`src/rtl/alu_ctrl_unit_if.sv`:
```
// alu_ctrl_unit_if
// Groups the ID->EX handshake and result signals of the ALU control unit.
//   i_flush        : synchronous pipeline flush
//   i_valid/o_ready: request handshake (ALUOp/funct in)
//   i_ALUOp,i_func : operation class and funct field from the main decoder
//   o_valid/i_ready: result handshake (decoded control out)
//   o_ALU_control  : ALU control code
//   o_illegal      : unsupported ALUOp/funct
//   o_mc_start     : one-cycle start pulse to the mult/div unit
//   o_mc_op        : 00 MULT, 01 MULTU, 10 DIV, 11 DIVU
//   o_busy         : multi-cycle op in progress
// Modport slave is the control unit itself; master is the surrounding pipeline.
interface alu_ctrl_unit_if #(
  parameter int WIDTH_FUNC      = 6,
  parameter int WIDTH_ALU_OP    = 3,
  parameter int WIDTH_ALU_CNTRL = 4
) ();
  logic                       i_flush;
  logic                       i_valid;
  logic                       o_ready;
  logic [WIDTH_ALU_OP-1:0]    i_ALUOp;
  logic [WIDTH_FUNC-1:0]      i_func;
  logic                       o_valid;
  logic                       i_ready;
  logic [WIDTH_ALU_CNTRL-1:0] o_ALU_control;
  logic                       o_illegal;
  logic                       o_mc_start;
  logic [1:0]                 o_mc_op;
  logic                       o_busy;

  modport master (
    output i_flush, i_valid, i_ALUOp, i_func, i_ready,
    input  o_ready, o_valid, o_ALU_control, o_illegal, o_mc_start, o_mc_op, o_busy
  );

  modport slave (
    input  i_flush, i_valid, i_ALUOp, i_func, i_ready,
    output o_ready, o_valid, o_ALU_control, o_illegal, o_mc_start, o_mc_op, o_busy
  );
endinterface

```
`src/rtl/alu_ctrl_unit.sv`:
```
// alu_ctrl_unit
// Registered ALU control decoder for the pipelined/multi-cycle MIPS datapath.
// Decodes ALUOp/funct into an ALU control code behind a one-entry valid/ready
// output register, and launches MULT/MULTU/DIV/DIVU on the mult/div unit,
// holding off new decodes for the op's busy period.
// Ports:
//   i_clk   : clock, rising edge
//   i_rst_n : asynchronous active-low reset
//   bus     : alu_ctrl_unit_if.slave (handshake, decode inputs, results)
module alu_ctrl_unit #(
  parameter int WIDTH_FUNC      = 6,
  parameter int WIDTH_ALU_OP    = 3,
  parameter int WIDTH_ALU_CNTRL = 4,
  parameter int MULT_CYCLES     = 4,
  parameter int DIV_CYCLES      = 32
) (
  input  logic           i_clk,
  input  logic           i_rst_n,
  alu_ctrl_unit_if.slave bus
);

  localparam int MAX_CYC = (MULT_CYCLES > DIV_CYCLES) ? MULT_CYCLES : DIV_CYCLES;
  localparam int CNT_W   = $clog2(MAX_CYC + 1);

  typedef enum logic [0:0] {IDLE = 1'b0, BUSY = 1'b1} state_t;

  typedef struct packed {
    logic       illegal;
    logic       mc;
    logic [3:0] ctl;
  } dec_t;

  // Pure decode of one request; illegal ops always yield control 0000.
  function automatic dec_t decode(input logic [WIDTH_ALU_OP-1:0] op,
                                  input logic [WIDTH_FUNC-1:0]   fn);
    dec_t d;
    d = '0;
    if ((op >> 3) != '0) begin
      d.illegal = 1'b1;
    end else begin
      case (op[2:0])
        3'b000: d.ctl = 4'b0010;
        3'b001: d.ctl = 4'b0110;
        3'b011: d.ctl = 4'b0000;
        3'b100: d.ctl = 4'b0001;
        3'b101: d.ctl = 4'b0111;
        3'b110: d.ctl = 4'b0011;
        3'b010: begin
          // funct bits above [5:0] must be zero for a legal R-type op
          if ((fn >> 6) != '0) begin
            d.illegal = 1'b1;
          end else begin
            case (fn[5:0])
              6'b100000, 6'b100001: d.ctl = 4'b0010;
              6'b100010, 6'b100011: d.ctl = 4'b0110;
              6'b100100:            d.ctl = 4'b0000;
              6'b100101:            d.ctl = 4'b0001;
              6'b100110:            d.ctl = 4'b0011;
              6'b100111:            d.ctl = 4'b1100;
              6'b101010:            d.ctl = 4'b0111;
              6'b000000:            d.ctl = 4'b1000;
              6'b000010:            d.ctl = 4'b1001;
              6'b000011:            d.ctl = 4'b1010;
              6'b011000, 6'b011001, 6'b011010, 6'b011011: begin
                d.mc  = 1'b1;
                d.ctl = 4'b1101;
              end
              default:              d.illegal = 1'b1;
            endcase
          end
        end
        default: d.illegal = 1'b1;
      endcase
    end
    return d;
  endfunction

  state_t           state_q, state_d;
  logic [CNT_W-1:0] cnt_q, cnt_d;
  logic             valid_q, valid_d;
  logic [3:0]       ctl_q, ctl_d;
  logic             illegal_q, illegal_d;
  logic             mc_start_q, mc_start_d;
  logic [1:0]       mc_op_q, mc_op_d;
  logic             ready;
  logic             accept;
  dec_t             dec;

  // Ready never looks at i_valid so upstream may gate valid on ready.
  assign ready  = (state_q == IDLE) && !bus.i_flush && (!valid_q || bus.i_ready);
  assign accept = bus.i_valid && ready;

  always_comb begin
    dec        = decode(bus.i_ALUOp, bus.i_func);
    state_d    = state_q;
    cnt_d      = cnt_q;
    valid_d    = valid_q && !bus.i_ready;
    ctl_d      = ctl_q;
    illegal_d  = illegal_q;
    mc_start_d = 1'b0;
    mc_op_d    = mc_op_q;

    if (bus.i_flush) begin
      valid_d   = 1'b0;
      state_d   = IDLE;
      cnt_d     = '0;
      illegal_d = 1'b0;
    end else begin
      if (state_q == BUSY) begin
        if (cnt_q == CNT_W'(1)) begin
          state_d = IDLE;
          cnt_d   = '0;
        end else begin
          cnt_d = cnt_q - CNT_W'(1);
        end
      end
      // Accept is only possible in IDLE, so it never collides with the countdown.
      if (accept) begin
        valid_d   = 1'b1;
        ctl_d     = dec.ctl;
        illegal_d = dec.illegal;
        mc_op_d   = dec.mc ? bus.i_func[1:0] : 2'b00;
        if (dec.mc) begin
          mc_start_d = 1'b1;
          state_d    = BUSY;
          cnt_d      = bus.i_func[1] ? CNT_W'(DIV_CYCLES) : CNT_W'(MULT_CYCLES);
        end
      end
    end
  end

  always_ff @(posedge i_clk or negedge i_rst_n) begin
    if (!i_rst_n) begin
      state_q    <= IDLE;
      cnt_q      <= '0;
      valid_q    <= 1'b0;
      ctl_q      <= 4'b0000;
      illegal_q  <= 1'b0;
      mc_start_q <= 1'b0;
      mc_op_q    <= 2'b00;
    end else begin
      state_q    <= state_d;
      cnt_q      <= cnt_d;
      valid_q    <= valid_d;
      ctl_q      <= ctl_d;
      illegal_q  <= illegal_d;
      mc_start_q <= mc_start_d;
      mc_op_q    <= mc_op_d;
    end
  end

  assign bus.o_ready       = ready;
  assign bus.o_valid       = valid_q;
  assign bus.o_ALU_control = WIDTH_ALU_CNTRL'(ctl_q);
  assign bus.o_illegal     = illegal_q;
  assign bus.o_mc_start    = mc_start_q;
  assign bus.o_mc_op       = mc_op_q;
  assign bus.o_busy        = (state_q == BUSY);

endmodule

```
`src/flat_wrapper.sv`:
```
// flat-port wrapper written by rule: the top's interface ports become plain ports
module alu_ctrl_unit_flat 
#(
  parameter int WIDTH_FUNC      = 6,
  parameter int WIDTH_ALU_OP    = 3,
  parameter int WIDTH_ALU_CNTRL = 4,
  parameter int MULT_CYCLES     = 4,
  parameter int DIV_CYCLES      = 32
)
  (i_clk, i_rst_n, bus_i_flush, bus_i_valid, bus_i_ALUOp, bus_i_func, bus_i_ready, bus_o_ready, bus_o_valid, bus_o_ALU_control, bus_o_illegal, bus_o_mc_start, bus_o_mc_op, bus_o_busy);
  alu_ctrl_unit_if #(.WIDTH_FUNC(WIDTH_FUNC), .WIDTH_ALU_OP(WIDTH_ALU_OP), .WIDTH_ALU_CNTRL(WIDTH_ALU_CNTRL)) bus_i ();
  input  logic i_clk;
  input  logic i_rst_n;
  input wire logic [$bits(bus_i.i_flush)-1:0] bus_i_flush;
  input wire logic [$bits(bus_i.i_valid)-1:0] bus_i_valid;
  input wire logic [$bits(bus_i.i_ALUOp)-1:0] bus_i_ALUOp;
  input wire logic [$bits(bus_i.i_func)-1:0] bus_i_func;
  input wire logic [$bits(bus_i.i_ready)-1:0] bus_i_ready;
  output wire logic [$bits(bus_i.o_ready)-1:0] bus_o_ready;
  output wire logic [$bits(bus_i.o_valid)-1:0] bus_o_valid;
  output wire logic [$bits(bus_i.o_ALU_control)-1:0] bus_o_ALU_control;
  output wire logic [$bits(bus_i.o_illegal)-1:0] bus_o_illegal;
  output wire logic [$bits(bus_i.o_mc_start)-1:0] bus_o_mc_start;
  output wire logic [$bits(bus_i.o_mc_op)-1:0] bus_o_mc_op;
  output wire logic [$bits(bus_i.o_busy)-1:0] bus_o_busy;
  assign bus_i.i_flush = bus_i_flush;
  assign bus_i.i_valid = bus_i_valid;
  assign bus_i.i_ALUOp = bus_i_ALUOp;
  assign bus_i.i_func = bus_i_func;
  assign bus_i.i_ready = bus_i_ready;
  assign bus_o_ready = bus_i.o_ready;
  assign bus_o_valid = bus_i.o_valid;
  assign bus_o_ALU_control = bus_i.o_ALU_control;
  assign bus_o_illegal = bus_i.o_illegal;
  assign bus_o_mc_start = bus_i.o_mc_start;
  assign bus_o_mc_op = bus_i.o_mc_op;
  assign bus_o_busy = bus_i.o_busy;
  alu_ctrl_unit #(.WIDTH_FUNC(WIDTH_FUNC), .WIDTH_ALU_OP(WIDTH_ALU_OP), .WIDTH_ALU_CNTRL(WIDTH_ALU_CNTRL), .MULT_CYCLES(MULT_CYCLES), .DIV_CYCLES(DIV_CYCLES)) u_core (.i_clk(i_clk), .i_rst_n(i_rst_n), .bus(bus_i));
endmodule
```
`config.mk`:
```
export PLATFORM = sky130hd
export DESIGN_NAME = alu_ctrl_unit_flat
export DESIGN_NICKNAME = d
export VERILOG_FILES = /design/src/rtl/alu_ctrl_unit_if.sv /design/src/rtl/alu_ctrl_unit.sv /design/src/flat_wrapper.sv
export SDC_FILE = /design/constraint.sdc
export NUM_CORES = 1
export LEC_CHECK = 0
export CAP_MARGIN = 10
export CORE_MARGIN = 3
export CORE_UTILIZATION = 28
export DETAILED_ROUTE_END_ITERATION = 10
export PLACE_DENSITY = 0.48
export SYNTH_ARGS = -nofsm -noshare
export SYNTH_HDL_FRONTEND = slang
export SYNTH_SLANG_ARGS = --single-unit
```
`constraint.sdc`:
```
create_clock -name i_clk -period 3.6 [get_ports i_clk]
set_input_delay 0.9 -clock i_clk [delete_from_list [all_inputs] [get_ports i_clk]]
set_output_delay 0.9 -clock i_clk [all_outputs]
set_load 0.01 [all_outputs]
```
==> metrics.md <==
| Metric | Value |
|---|---|
| Nets | 154 |
| Synth Area in XOR/XNOR | 0.0333 |
| PD cells | 300 nW/µm² |
| Netlist Area Pre-Place | 1050 µm² |
| Mean Syn Cell Area | 9.22 µm² |
| Synth top area share | 0.381 |
| Fin util | 0.389 |
| Slew Limit Fails | 0 |
| Worst hold path type | reg2reg |
| CTS resizes | 0 |
| EDFF count, synth | 0 |
| Core area | 3470 µm² |
| Max stage delay on crit path | 0.54 ns |
| Register area share after synthesis | 0.381 |
| Max-slew headroom | 0.510 |
| Setup_tns | 0 ns |
| Number of diodes | 0 |
| Critical setup path kind | in2out |
| Yosys warning total | 0 |
| WP data arrival | 2.17 ns |
| Asr flop ratio synth | 1.00 |
| Post-Route WL | 2390 µm |
| Worst path cell trace | clkdlybuf4s50_1 > nand2b_1 > and2_1 > clkdlybuf4s50_1 |
| Final antenna-violating net count | 0 |
| Chip height | 67.3 µm |
| DRT Pass-1 Iters | 4 |
| # DRC | 0 |
| Buffers on Ports | 24 |
| CP most frequent cell | clkdlybuf4s50_1 |
| Final setup violating endpoints | 0 |
| Layout area overhead | 28.5% |
| CP Data Required Time | 2.70 ns |
| GRT Total Usage | 0.124 |
| Sink Count | 16 |
| Clk Latency, worst-skew pair | 0.24 ns |
| CP bufs+invs | 2 |
| Yosys top cell by area | dfrtp_1 |
| Max rail drop VDD | 0.115 mV |
| Largest net degree at the start of global routing | 17 |
| CTS tree | built |
| FF+latch count, synth | 16 |
| Multiplexer share of the synthesized area | 0 |
| Dominant synthesized flop cell | dfrtp_1 |
| Via-per-instance ratio | 5.08 |
| Syn_nets | 130 |
| Global route total overflow | 0 |
| Die Wd | 67.3 µm |
| Vias | 924 |
| Distinct cell type count of the synthesized netlist | 52 |
| Fillers | 387 |
| Leak | 0.545 nW |
| Post-synthesis simple-gate area fraction | 0.268 |
| Synth Area in Compound Gates | 0.220 |
| Max-Cap Viols | 0 |
| Cts bufs inserted | 3 |
| Gate Count Post-Synth | 114 |
| Post-CTS Hold Buffers | 0 |
| DPL Wire Length | 1840 µm |
| Io pins | 25 |
| Max Clk Rate | 0.326 GHz |
| Critical path's slowest cell | clkdlybuf4s50_1 |
| Row count | 21 |
| Worst-path maximum fanout | 3 |
| Final setup skew | 0.00232 ns |
| Post-CTS Setup Inserts | 0 |
| Initial antenna violation count | 0 |
| Startpoint class of the critical path | primary input |
| Vias in the first global route | 963 |
| Drt wl/cell | 13.2 µm |
| RSZ-0062 raised after global routing | false |
| Fraction of layout cells with a size suffix above 1 | 0.118 |
| Die area | 4520 µm² |
| Initial DRC Count | 30 |
| Clock transition at path regs | 0.06 ns |
| Status | finished, final reports clean |
| Clock buffer depth | 2 |
| Adder-cell share of the synthesized area | 0.0238 |
| Crit end category | output pin |
| Hold Fails Final Rpt | 0 |
| Area contributors post-synth | dfrtp_1 (38%), nand2_1 (5.0%), buf_6 (3.2%) |
| Top Family by Delay on Critical Path | buffers and inverters |
| Root buf cell | clkbuf_8 |
| Fin crit share | 0.852 |
| Post-layout minimum cycle time | 3.07 ns |
| Main combinational cell family by area after synthesis | simple AND/OR/NAND/NOR gates |
| Starting Density | 0.303 |
| First-pass GRT wire length | 4260 µm |
| GP Congestion | 0.828 |
| Tightest Pin Transition | 0.733 ns |
| CTS H-tree depth | 1 |
[cell usage in the layout, fill, tap and decap left out, drive strengths merged, types with 2 or more instances in the layout]
cell type	synthesis	final
a211oi	3	3
a21oi	6	6
a31oi	2	2
buf	5	2
clkbuf	2	3
clkdlybuf4s50	0	24
dfrtp	16	16
ha	2	2
inv	6	6
nand2	14	14
nand2b	4	4
nand3b	2	2
nor2	9	9
nor3	7	7
o21ai	5	5
o31ai	2	2
o41ai	2	2
or2	2	2
xnor2	3	3
[synth_stat cells (2+ instances only)]
cell,instances
a211oi_1,3
a21oi_1,5
a31oi_1,2
buf_6,3
dfrtp_1,16
ha_1,2
inv_1,5
nand2_1,14
nand2b_1,4
nor2_1,8
nor3_1,6
o21ai_0,2
o21ai_1,2
o31ai_1,2
xnor2_1,3
[state kept, by name, indices dropped and copies added, names as in the netlist]
register	flops
u_core.cnt_q	6
u_core.bus.o_mc_op	2
u_core.bus.o_valid	1
u_core.bus.o_illegal	1
u_core.bus.o_busy	1
u_core.bus.o_ALU_control	4
u_core.bus.o_mc_start	1
[worst register-to-register path, delay by kind of cell (launching register included)]
kind	cells	cell delay, ns
simple gates	5	0.93
flops	1	0.47
buf+inv	1	0.19
[metal layers]
metal | track usage | wire length, µm | vias up
li1 | - | - | 462
met1 | 0.151 | 1030 | 443
met2 | 0.210 | 1260 | 17
met3 | 0.0216 | 77 | 2
met4 | 0.0608 | 35 | 0
met5 | 0 | 0 | -
[area by class of cell]
class	instances	area, µm²	area share
inverter	6	22.5	0.0167
sequential	16	400	0.297
multi-input combinational	85	573	0.424
timing repair buffer	26	255	0.189
clock buffer	3	41.3	0.0306
tap	46	57.6	0.0426
[path summary, 6_finish.rpt]
path	from	endpoint	slack, ns	depth (start not counted)
max	bus_i_ready	bus_o_ready	0.53	4
min	u_core.bus.o_ALU_control[2]	u_core.bus.o_ALU_control[2]	0.48	2
max reg2reg	u_core.bus.o_busy	u_core.cnt_q[2]	1.89	6
min reg2reg	u_core.bus.o_ALU_control[2]	u_core.bus.o_ALU_control[2]	0.48	2
max in group asynchronous	i_rst_n	u_core.bus.o_mc_op[0]	2.05	1
min in group asynchronous	i_rst_n	u_core.cnt_q[1]	1.09	1
[where the power goes]
group	internal [mW]	leakage, nW	total [mW]	switching [mW]
Combinational	0.0424	0.304	0.0850	0.0426
Clock	0.0740	0.0216	0.129	0.0554
Sequential	0.187	0.219	0.191	0.00393
[cells by family (layout without fill, tap and decap cells)]
logic type / count (synthesis) / after routing
AND/OR/NAND/NOR: 48 / 48
adder cells (fa/ha/maj): 2 / 2
buffers and inverters: 13 / 35
XOR/XNOR: 4 / 4
flip-flops: 16 / 16
AO/OA/AOI/OAI: 31 / 31
[metrics by stage]
stage	power [mW]	hold WS [ns]	setup slack (ns)	cell area (µm²)	cells
CTS	0.413	0.490	0.527	1350	182
global placement	0.280	0.473	0.558	1310	179
detailed placement	0.280	0.476	0.533	1310	179
floorplan	0.240	0.511	1.40	1050	114
global route	0.434	0.530	0.457	1350	182
finish	0.405	0.485	0.534	1350	182
Note: power is estimated with default switching activity, not from simulation.
